File: src/rtl/axis_packet_arbiter.sv
// Packet-level round-robin arbiter that merges NUM_SRC AXI-stream sources into
// one sink. Ownership is granted per packet and held until the owner's last
// beat transfers; per-source completed-packet counters saturate at 16'hFFFF.
module axis_packet_arbiter #(
    parameter int unsigned NUM_SRC    = 4,
    parameter int unsigned DATA_BYTES = 1,
    parameter int unsigned DATA_BITS  = DATA_BYTES * 8
) (
    input  logic                           clk_i,
    input  logic                           rst_i,
    input  logic [NUM_SRC*DATA_BITS-1:0]   axis_s_data_i,
    input  logic [NUM_SRC-1:0]             axis_s_valid_i,
    output logic [NUM_SRC-1:0]             axis_s_ready_o,
    input  logic [NUM_SRC-1:0]             axis_s_last_i,
    output logic [DATA_BITS-1:0]           axis_m_data_o,
    output logic                           axis_m_valid_o,
    input  logic                           axis_m_ready_i,
    output logic                           axis_m_last_o,
    output logic [NUM_SRC-1:0]             grant_o,
    output logic                           pkt_done_o,
    output logic [NUM_SRC*16-1:0]          pkt_count_o
);

    localparam int unsigned IDX_W = $clog2(NUM_SRC);

    typedef enum logic {
        IDLE = 1'b0,
        BUSY = 1'b1
    } state_t;

    state_t                 state_q;
    logic [IDX_W-1:0]       owner_q;
    logic [IDX_W-1:0]       rr_ptr_q;
    logic [NUM_SRC-1:0]     grant_q;
    logic                   pkt_done_q;
    logic [NUM_SRC*16-1:0]  pkt_cnt_q;

    logic                   pick_found;
    logic [IDX_W-1:0]       pick_idx;
    logic                   busy;
    logic                   last_xfer;
    logic [15:0]            owner_cnt;

    // Find the first valid source at or after rr_ptr, wrapping modulo NUM_SRC
    always_comb begin
        int unsigned idx;
        idx        = 0;
        pick_found = 1'b0;
        pick_idx   = '0;
        for (int unsigned i = 0; i < NUM_SRC; i++) begin
            idx = i + 32'(rr_ptr_q);
            if (idx >= NUM_SRC) begin
                idx = idx - NUM_SRC;
            end
            if (!pick_found && axis_s_valid_i[IDX_W'(idx)]) begin
                pick_found = 1'b1;
                pick_idx   = IDX_W'(idx);
            end
        end
    end

    // Route the owner's stream to the sink; everything is quiet while IDLE
    always_comb begin
        busy           = (state_q == BUSY);
        axis_m_valid_o = busy & axis_s_valid_i[owner_q];
        axis_m_last_o  = busy & axis_s_last_i[owner_q];
        axis_m_data_o  = busy ? axis_s_data_i[owner_q*DATA_BITS +: DATA_BITS] : '0;
        // grant_q is all-zero in IDLE, so this also forces ready low there
        axis_s_ready_o = grant_q & {NUM_SRC{axis_m_ready_i}};
        last_xfer      = axis_m_valid_o & axis_m_ready_i & axis_m_last_o;
        owner_cnt      = pkt_cnt_q[owner_q*16 +: 16];
    end

    // Arbitration FSM, round-robin pointer, packet counters and done pulse
    always_ff @(posedge clk_i) begin
        if (rst_i) begin
            state_q    <= IDLE;
            owner_q    <= '0;
            rr_ptr_q   <= '0;
            grant_q    <= '0;
            pkt_done_q <= 1'b0;
            pkt_cnt_q  <= '0;
        end else begin
            pkt_done_q <= 1'b0;
            case (state_q)
                IDLE: begin
                    if (pick_found) begin
                        owner_q <= pick_idx;
                        grant_q <= NUM_SRC'(1) << pick_idx;
                        state_q <= BUSY;
                    end
                end
                BUSY: begin
                    if (last_xfer) begin
                        state_q    <= IDLE;
                        grant_q    <= '0;
                        rr_ptr_q   <= (owner_q == IDX_W'(NUM_SRC - 1)) ? '0 : owner_q + 1'b1;
                        pkt_done_q <= 1'b1;
                        if (owner_cnt != 16'hFFFF) begin
                            pkt_cnt_q[owner_q*16 +: 16] <= owner_cnt + 16'd1;
                        end
                    end
                end
                default: state_q <= IDLE;
            endcase
        end
    end

    assign grant_o     = grant_q;
    assign pkt_done_o  = pkt_done_q;
    assign pkt_count_o = pkt_cnt_q;

endmodule

File: config.mk
export PLATFORM = sky130hd
export DESIGN_NAME = axis_packet_arbiter
export DESIGN_NICKNAME = d
export VERILOG_FILES = /design/src/rtl/axis_packet_arbiter.sv
export SDC_FILE = /design/constraint.sdc
export NUM_CORES = 1
export LEC_CHECK = 0
export ABC_AREA = 0
export CAP_MARGIN = 20
export CORE_MARGIN = 2
export CORE_UTILIZATION = 48
export CTS_CLUSTER_SIZE = 8
export DETAILED_ROUTE_END_ITERATION = 7
export PLACE_DENSITY = 0.83
export SYNTH_ARGS = -nofsm -noshare
export SYNTH_HDL_FRONTEND = slang
export SYNTH_SLANG_ARGS = --single-unit
File: constraint.sdc
create_clock -name clk_i -period 4.8 [get_ports clk_i]
set_input_delay 0.96 -clock clk_i [delete_from_list [all_inputs] [get_ports clk_i]]
set_output_delay 0.96 -clock clk_i [all_outputs]
set_load 0.02 [all_outputs]
# Yosys cells after proc, flatten, opt, wreduce, memory -nomap -nowiden
# Index checks and enable logic that the tools add are counted.
# word_totals
wordCells,85
mem_bits_rw,0
inputBits,43
rom_bits,0
mem_count,0
reg_bits,74
latchBits,0
out_inout_bits,83
# classes
n_addsub,10
shifts,5
order_cmp,9
reduce_logical,11
bitwise_logic,6
n_eq_ne,4
mux,34
mul,0
n_div,0
# op_table
operator,n
64-bit bitwise mux,1
"16-bit by 34-bit variable shift with 64-bit output, first input constant",1
16-bit by 34-bit indexed part select with 64-bit output,1
64-bit by 7-bit indexed part select with 16-bit output,1
6-bit negator with 34-bit output,1
32-bit by 6-bit indexed part select with 8-bit output,1
2-bit two-way mux,9
"16-bit by 1-bit adder with 16-bit output, second input constant",1
"16-bit != test, second input constant",1
"2-bit by 3-bit less-than comparator with 1-bit output, second input constant",5
1-bit two-way mux,13
1-bit binary-select mux with 2-bit select,6
"3-bit >= comparator, second input constant",3
4-bit two-way mux,2
8-bit two-way mux,1
4-bit one-hot mux with 2 select lines,1
"2-bit by 1-bit subtractor with 2-bit output, second input constant",4
"2-bit by 2-bit adder with 3-bit output, first input constant",2
2-bit AND reduction,3
1-bit AND,4
4-bit AND,1
"1-bit by 2-bit left shift with 4-bit output, first input constant",1
"1-bit by 2-bit adder with 3-bit output, first input constant",1
"2-bit by 3-bit >= comparator with 1-bit output, second input constant",1
other kinds (10),14

# Longest topological paths before layout
# Gate-level depths: netlist of the first run.
# logic_depth
depth_word,17
ltp_mapped,12
depth_no_buf,7

# Least setup slack after synthesis of the first run
# OpenSTA, ideal clock, no wires.
# synth_timing
path_kind,register to output
start,register owner_q[0]
end,output axis_m_data_o[0]
path_buffers,3
stages_incl_launch_ff,6
slack_ns,1.917
t_arrival_ns,1.923
required_ns,3.840
path_cell_list,dfxtp_1 > buf_6 > buf_4 > buf_1 > mux4_2 > and2_1
# synth_between
elab_chain_cells,2
# synth_rtl
item,line,text
from (decl),32,logic [IDX_W-1:0] owner_q;
from (signal assigned),88,owner_q <= pick_idx;
32-bit by 6-bit indexed part select with 8-bit output,67,axis_m_data_o = busy ? axis_s_data_i[owner_q*DATA_BITS +: DATA_BITS] : '0;
8-bit two-way mux,67,
to (decl),15,"output logic [DATA_BITS-1:0] axis_m_data_o,"
# Every way passes these cells.

# Worst setup path in the final report of the first run
# layout_timing
start,register owner_q[0]
end,output axis_m_last_o
# layout_between
elab_chain_cells,3
# layout_rtl
item,line,text
1-bit binary-select mux with 2-bit select,66,axis_m_last_o = busy & axis_s_last_i[owner_q];
1-bit two-way mux (not written as such),66,
1-bit AND,66,
to (decl),18,"output logic axis_m_last_o,"
# Every way passes these cells. The select of a mux whose other input is x is not followed.

==> qor.yml, run 1 <==
finalInstanceArea_sq_um: 5340
cts_root_buf: "clkbuf_8"
die_h_um: 94.2
routed.top_layer: "met4"
htreeDepth: 3
post_dp_cell_area_sq_um: 5180
ant_nets: 0
cpMaxStageDelayCell: "dfxtp_2"
grt_start_max_net_pins: 45
startpoint_type: "register"
wl_met1_um: 4580
path_class: "reg2out"
seq_area_frac_synth: 0.379
status: "complete, no violations"
final.min_clock_period_ns: 3.77
ys_seq_elements: 74
drv_slew: 0
irDropWorstVdd_v: 0.000136
wl_per_cell_um: 17.5
finalCritPeriodShare: 0.785
dp_hpwl_um: 7910
netlist_instances: 412
max_slew.worst_pin.slew_ns: 0.837
finalSetupViolCount: 0
io_pins: 126
cts_made_buffers: 9
firstDrtPassIters: 4
rows: 32
cp-end-kind: "output pin"
grt_pass1_vias: 3565
cp_top_family: "buffers and inverters"
wl_met2_um: 5700
die_area_sq_um: 8880
final_nets: 575
layout-drive-gt1-share: 0.112
fillerInstances: 619
crit_chain: "buf_4 -> mux4_2 -> and2_1 -> clkdlybuf4s50_1"
p_leak_uw: 0.00170
multi_input_area_sq_um: 2250
required_ns: 3.84
grt.total_usage: 0.248
cp.arrival_ns: 2.81
maxCapViolCount: 0
cts.sinks: 74
wl_met3_um: 594
io_buffer_count: 125
critPathMaxFanout: 19
syn_avg_cell_area_sq_um: 9.49
path_clk_slew_ns: 0.07
synth_cell_type_count: 35
yosys_warnings: 0
syn_nets: 462
regArea_sq_um: 1480
p_per_area_nw_per_um2: 225
routed_wl_um: 11000
skew_ns: 0.00791
clockBufferDepth: 2
hold_buffers: 0
viasPerCell: 5.73
start_util: 0.501
core-area_sq_um: 7810
n_antenna_cell: 0
grt.overflow.total: 0
post_cts_buffers: 0
synth_area_sq_um: 3910
syn_to_final_growth_pct: 36.6
hold_class: "reg2reg"
critPathBufInv: 2
clk_latency_ns: 0.36
antenna_found_initial: 0
die_w_um: 94.2
final_common_cell: "clkdlybuf4s50_1"
final_hold_viol_count: 0
drt_iter0_markers: 250
cts_tree: "done"
cts_resized: 0
relSlewSlack: 0.442
gp_congestion: 0.849
slowest_delay_ns: 0.79
layout_common_cells: "clkdlybuf4s50_1, dfxtp_1, nand2_1, a21oi_1, nand3b_1"
rsz0062_at_grt: "no"
vias: 3612
setup-tns-final_ns: 0
grt_first_pass_wirelength_um: 17300
max_freq_mhz: 265
drc_errors: 0
## metrics by stage
step	util	setup WS (ns)	instances	power [uW]	hold slack, ns
global route	0.684	0.859	630	1230	0.494
CTS	0.684	0.970	630	1200	0.470
finish	0.684	1.03	630	1200	0.468
detailed placement	0.664	0.949	616	802	0.460
global placement	0.664	1.05	616	798	0.455
floorplan	-	1.92	412	729	0.481
## power by group
group          internal [uW]  switching (uW)  total (uW)
logic                   87.8            69.1         157
registers                618            12.7         631
clock network            192             221         413
## path summary, 6_finish.rpt
check | from | endpoint | slack (ns) | cells after the start
max | owner_q[0] | axis_m_last_o | 1.03 | 4
min | pkt_count_o[53] | pkt_count_o[53] | 0.47 | 2
max reg2reg | owner_q[0] | pkt_count_o[60] | 1.12 | 7
min reg2reg | pkt_count_o[53] | pkt_count_o[53] | 0.47 | 2
## cells by family (layout without fill, tap and decap cells)
family	after synthesis	after routing	share of synthesized area
AOI/OAI and AO/OA	78	78	0.112
adders and majority gates	7	7	0.0224
DFF	74	74	0.379
buffers and inverters	35	151	0.0442
xor gates and xnor gates	14	14	0.0314
and+or+nand+nor	176	176	0.256
muxes	28	28	0.155
## layer usage
layer	global-route usage	vias to the layer above
li1	-	1718
met1	0.306	1751
met2	0.431	130
met3	0.0538	13
met4	0.0821	0
met5	0	-
## synth_stat cells (all sizes together)
master	n	area, sq um
nand4	4	31.3
buf	17	105
o22ai	1	6.26
xor2	6	52.6
nor3b	2	15.0
nand3	11	55.1
or3	27	169
inv	5	18.8
nor3	5	25.0
xnor2	8	70.1
mux4	26	586
o21ai	32	186
clkbuf	13	48.8
a32oi	4	35.0
o41ai	1	8.76
a21oi	39	195
nor4	2	18.8
o21a	1	7.51
or2	1	6.26
nand3b	33	248
nand2	45	169
and2	17	106
nand2b	1	6.26
dfxtp	74	1480
ha	7	87.6
mux2i	2	20.0
nor2	18	67.6
or3b	8	70.1
nor2b	2	12.5
## worst min-delay path, delay by kind of cell, from the launching register on
family	cells	cell delay (ns)
simple gates	1	0.05
compound gates	1	0.05
flops	1	0.32
## cell type report
class                           count  area share
Multi-Input combinational cell    303       0.422
Clock buffer                       10      0.0258
Tap cell                          102      0.0239
Inverter                            5     0.00351
Timing Repair Buffer              132       0.243
Clock inverter                      4     0.00375
Sequential cell                    74       0.278
## registers in the layout, indices dropped and copies added, names as in the netlist
signal       count
busy             1
grant_o          4
owner_q          2
pkt_count_o     64
pkt_done_o       1
rr_ptr_q         2
(Power assumes the default switching activity.)
==> run 2, diff against run 1 <==
CORE_UTILIZATION = 42   (was 48)
PLACE_DENSITY = 0.77   (was 0.83)
clock period = 3.1 ns   (was 4.8 ns; I/O delays follow)
==> run 2 against run 1 <==
Compared with the run above: sequential share of layout area is 0.99 points lower; first-iteration DRC count down 4.8%; sequential power rose by 53%; power is 78% higher; final cell count up 3.7%; clock power is 120% higher; critical path type is now in2out.
==> qor.yml, run 2 (synthesized netlist as in run 1, its figures left out) <==
status: "complete, no violations"
finalInstanceArea_sq_um: 5540  # +3.7%
post_cts_buffers: 0  # unchanged
relSlewSlack: 0.539  # +0.0971
p_per_area_nw_per_um2: 386  # +72%
drv_slew: 0  # unchanged
max_freq_mhz: 335
grt.overflow.total: 0  # unchanged
critPathMaxFanout: 5  # -14
dp_slack_ns: 0.0450  # -0.904 ns
largest_reg_flops: 64  # unchanged
clk_latency_ns: 0.35  # about the same
firstDrtPassIters: 5  # +1
ant_nets: 0  # unchanged
core-area_sq_um: 9150  # +17%
path_class: "in2out"
rows: 35  # +9.4%
setup-tns-final_ns: 0  # unchanged
critPathBufInv: 2  # unchanged
dp_hpwl_um: 8020  # +1.4%
cts_root_buf: "clkbuf_8"
layout-drive-gt1-share: 0.133  # +0.0213
cts_made_buffers: 9  # unchanged
grt_pass1_vias: 3657  # +2.6%
post_dp_cell_area_sq_um: 5300  # +2.2%
drc_errors: 0  # unchanged
power.total_uw: 2140  # +78%
routed_wl_um: 11300  # +2.5%
wl_met2_um: 5810  # +1.9%
maxCapViolCount: 0  # unchanged
crit_chain: "clkdlybuf4s50_1 -> mux4_2 -> and2_1 -> clkdlybuf4s50_1"
final_nets: 587  # +2.1%
wl_met3_um: 781  # +31%
antenna_found_initial: 1  # +1
finalWorstSetupSlack_ns: 0.116  # -0.914 ns
finalCritPeriodShare: 0.962
rsz0062_at_grt: "no"
cts_tree: "done"
cts_resized: 0  # unchanged
finalSetupViolCount: 0  # unchanged
grt_first_pass_wirelength_um: 18300  # +6.0%
cp-end-kind: "output pin"
cpMaxStageDelayCell: "clkdlybuf4s50_1"
required_ns: 2.48  # -1.36 ns
clockBufferDepth: 2  # unchanged
fillerInstances: 778  # +26%
layout_common_cells: "clkdlybuf4s50_1, dfxtp_1, nand2_1, a21oi_1, nand3b_1"
grt_start_max_net_pins: 50  # +11%
syn_to_final_growth_pct: 41.7
start_util: 0.427  # -0.0736
hold_class: "reg2reg"
startpoint_type: "input pin"
io_pins: 126  # unchanged
p_leak_uw: 0.00178  # +5.0%
die_area_sq_um: 10100  # +14%
path_clk_slew_ns: 0.08  # about the same
cts.sinks: 74  # unchanged
htreeDepth: 3  # unchanged
viasPerCell: 5.62  # -1.9%
cp_top_family: "buffers and inverters"
die_w_um: 100  # +6.6%
hold_buffers: 0  # unchanged
irDropWorstVdd_v: 0.000184  # +35%
drt_iter0_markers: 238  # -4.8%
gp_congestion: 0.876  # +3.2%
cp.arrival_ns: 2.36  # -0.45 ns
routed.top_layer: "met4"
final_hold_viol_count: 0  # unchanged
skew_ns: 0.0107  # +0.00282 ns
vias: 3672  # +1.7%
final.min_clock_period_ns: 2.98
final_common_cell: "clkdlybuf4s50_1"
grt.total_usage: 0.228  # -0.0203
cpMostUsedCell: "clkdlybuf4s50_1"
die_h_um: 100  # +6.6%
wl_met1_um: 4660  # +1.7%
max_slew.worst_pin.slew_ns: 0.691  # -0.146 ns
slowest_delay_ns: 0.55  # -0.24 ns
io_buffer_count: 125  # unchanged
wl_per_cell_um: 17.3  # -1.1%
[run 2: cell types whose count changed in the layout (fill, tap and decap cells not counted)]
cell and change:
buf_4 +11, clkinv_2 -4, bufinv_16 +3, buf_12 +1, clkbuf_8 -1, clkinv_4 +1
clkinvlp_4 +1, diode_2 +1, inv_6 +1
[run 2: tightest hold or removal path: cells and delay by family (launching register included)]
family	cells	cell delay [ns]
and+or+nand+nor	1	0.06
DFF	1	0.33
AOI/OAI and AO/OA	1	0.05
[run 2: worst paths after layout]
path                startpoint  cells after the start  slack (ns)              end
max          axis_s_valid_i[2]                      4        0.12   axis_m_valid_o
min reg2reg     pkt_count_o[3]                      2        0.47   pkt_count_o[3]
max reg2reg         owner_q[0]                      7        0.24  pkt_count_o[46]
min             pkt_count_o[3]                      2        0.47   pkt_count_o[3]
[run 2: layout make-up]
| cell class | count | area, sq um | share of cell area |
|---|---|---|---|
| Antenna cell | 1 | 2.50 | 0.000452 |
| Clock buffer | 9 | 124 | 0.0224 |
| Clock inverter | 6 | 115 | 0.0208 |
| Inverter | 5 | 18.8 | 0.00339 |
| Multi-Input combinational cell | 303 | 2250 | 0.407 |
| Sequential cell | 74 | 1480 | 0.268 |
| Tap cell | 111 | 139 | 0.0251 |
| Timing Repair Buffer | 144 | 1400 | 0.253 |
[run 2: layer usage]
metal | GRT usage | vias up
met5 | 0 | -
met4 | 0.0379 | 0
met3 | 0.0548 | 5
met2 | 0.387 | 145
met1 | 0.302 | 1784
li1 | - | 1738
[run 2: power breakdown]
group	leakage, uW	switching [uW]	internal (uW)
logic	0.00107	121	143
clock network	0.000116	374	534
registers	0.000597	9.89	957
total	0.00178	505	1630
[run 2: metrics by stage]
step | utilization | hold WS (ns) | std cells
2_1_floorplan | - | 0.481 | 412
3_3_place_gp | 0.579 | 0.456 | 637
3_5_place_dp | 0.579 | 0.460 | 637
4_1_cts | 0.605 | 0.473 | 652
5_1_grt | 0.605 | 0.497 | 652
6_report | 0.605 | 0.471 | 653
==> run 3, diff against run 2 <==
==> constraint.sdc (replaced) <==
create_clock -name clk_i -period 3.1 [get_ports clk_i]
set_input_delay 0.93 -clock clk_i [delete_from_list [all_inputs] [get_ports clk_i]]
set_output_delay 0.93 -clock clk_i [all_outputs]
set_load 0.02 [all_outputs]
==> run 3 against run 2 <==
Compared with the run above: core utilization increased by 2.2 points; sequential power increased by 0.4%; final area increased by 3.6%; critical path type unchanged; largest cell class unchanged; highest routed layer unchanged.
==> qor.yml, run 3 (synthesized netlist as in run 1, its figures left out) <==
status: "complete, no violations"
max_freq_mhz: 325  # -3.1%
clockBufferDepth: 2  # unchanged
die_h_um: 100  # unchanged
hold_class: "reg2reg"
core-area_sq_um: 9150  # unchanged
hold-worst-slack_ns: 0.476  # +0.00501 ns
final_cells: 677  # +3.7%
drv_slew: 0  # unchanged
final_common_cell: "clkdlybuf4s50_1"
path_class: "in2out"
drc_errors: 0  # unchanged
rsz0062_at_grt: "no"
dp_cells: 660  # +3.6%
p_leak_uw: 0.00201  # +13%
firstDrtPassIters: 4  # -1
cpMaxStageDelayCell: "mux4_2"
final_nets: 610  # +3.9%
irDropWorstVdd_v: 0.000259  # +41%
setup-tns-final_ns: 0  # unchanged
max_slew.worst_pin.slew_ns: 0.622  # -0.0688 ns
cts_tree: "done"
layout-drive-gt1-share: 0.191  # +0.0581
ant_nets: 0  # unchanged
critPathBufInv: 2  # unchanged
grt.overflow.total: 0  # unchanged
post_cts_buffers: 0  # unchanged
viasPerCell: 5.53  # -1.7%
cp-end-kind: "output pin"
cp_top_family: "buffers and inverters"
sw_frac_of_total: 0.227  # -0.00951
cts_root_buf: "clkbuf_8"
critPathMaxFanout: 1  # -4
clk_latency_ns: 0.36  # about the same
crit_chain: "clkdlybuf4s50_1 -> mux4_2 -> and2_1 -> buf_2"
cts.sinks: 74  # unchanged
seq_power_share: 0.432  # -0.020
dp_hpwl_um: 8520  # +6.2%
fillerInstances: 776  # -0.26%
cts_made_buffers: 9  # unchanged
path_clk_slew_ns: 0.07  # about the same
final.min_clock_period_ns: 3.08  # +0.0954 ns
hold_buffers: 0  # unchanged
finalSetupViolCount: 0  # unchanged
relSlewSlack: 0.585  # +0.0459
io_buffer_count: 125  # unchanged
wl_per_cell_um: 17.4  # +0.69%
finalCritPeriodShare: 0.993  # +0.0308
p_sw_uw: 509  # +0.76%
required_ns: 2.17  # -0.31 ns
skew_ns: 0.0128  # +0.00210 ns
startpoint_type: "input pin"
slowest_delay_ns: 0.47  # -0.08 ns
vias: 3741  # +1.9%
maxCapViolCount: 0  # unchanged
rows: 35  # unchanged
power_frac_comb: 0.115  # -0.008
start_util: 0.427  # unchanged
grt_start_max_net_pins: 46  # -8.0%
grt.total_usage: 0.235  # +0.00732
die_w_um: 100  # unchanged
final_hold_viol_count: 0  # unchanged
syn_to_final_growth_pct: 46.8
htreeDepth: 3  # unchanged
grt_pass1_vias: 3844  # +5.1%
io_pins: 126  # unchanged
die_area_sq_um: 10100  # unchanged
gp_congestion: 0.879  # +0.35%
largest_reg_flops: 64  # unchanged
layout_common_cells: "clkdlybuf4s50_1, dfxtp_1, nand2_1, buf_4, a21oi_1"
antenna_found_initial: 1  # unchanged
cp.arrival_ns: 2.15  # -0.21 ns
p_per_area_nw_per_um2: 391  # +1.3%
clock_power_share: 0.453  # +0.028
routed_wl_um: 11800  # +4.4%
grt_first_pass_wirelength_um: 18700  # +1.8%
r2r_slack_ns: 0.16  # -0.08 ns
power.internal_uw: 1740  # +6.3%
power.total_uw: 2250  # +5.0%
drt_iter0_markers: 194  # -18%
## run 3: cell types whose count changed in the layout (fill, tap and decap cells not counted), moves of 2 or more
cell	previous run	this run
buf_4	18	42
and2_4	0	2
clkdlybuf4s50_1	124	104
and2_1	17	15
dlymetal6s2s_1	0	6
buf_2	1	8
dlygate4sd2_1	0	4
## run 3: routing by layer
| metal | vias up | track usage | routed length (um) |
|---|---|---|---|
| li1 | 1791 | - | - |
| met1 | 1812 | 0.285 | 4860 |
| met2 | 127 | 0.408 | 6140 |
| met3 | 11 | 0.0721 | 697 |
| met4 | 0 | 0.0611 | 87 |
| met5 | - | 0 | 0 |
## run 3: repair_timing
item,CTS,global route
resized for setup,45,12
setup endpoints to repair,15,3
cloned,0,0
## run 3: worst paths after layout
kind	from	end	depth (start not counted)
worst max-delay path	axis_s_data_i[31]	axis_m_data_o[7]	4
worst min-delay path	pkt_count_o[22]	pkt_count_o[22]	2
worst min register to register	pkt_count_o[22]	pkt_count_o[22]	2
worst max register to register	owner_q[0]	pkt_count_o[38]	8
## run 3: power groups by stage
stage	clock, uW	sequential [uW]	combinational (uW)
6_report	1020	971	258
5_1_grt	1070	973	278
4_1_cts	1030	971	256
3_3_place_gp	0	994	260
3_5_place_dp	0	994	267
2_1_floorplan	0	988	141
## run 3: cell type report
type | count | area, sq um | area share
multi-input combinational | 303 | 2260 | 0.394
timing repair buffer | 167 | 1560 | 0.271
sequential | 74 | 1490 | 0.259
tap | 111 | 139 | 0.0242
clock buffer | 10 | 138 | 0.0240
clock inverter | 6 | 138 | 0.0240
inverter | 5 | 18.8 | 0.00327
antenna | 1 | 2.50 | 0.000436
## run 3: metrics by stage
step / setup WS [ns] / utilization / area (sq um)
final: 0.0210 / 0.627 / 5740
after global routing: 0.00345 / 0.627 / 5740
after CTS: -0.0229 / 0.623 / 5700
after detailed placement: -0.405 / 0.599 / 5480
after global placement: -0.354 / 0.599 / 5480
after floorplan: 0.224 / - / 3910
## run 3: worst min-delay path: stages, from the launching register on
cell and delay (ns):
dfxtp_1 0.33, nand2_1 0.06, a21oi_1 0.05
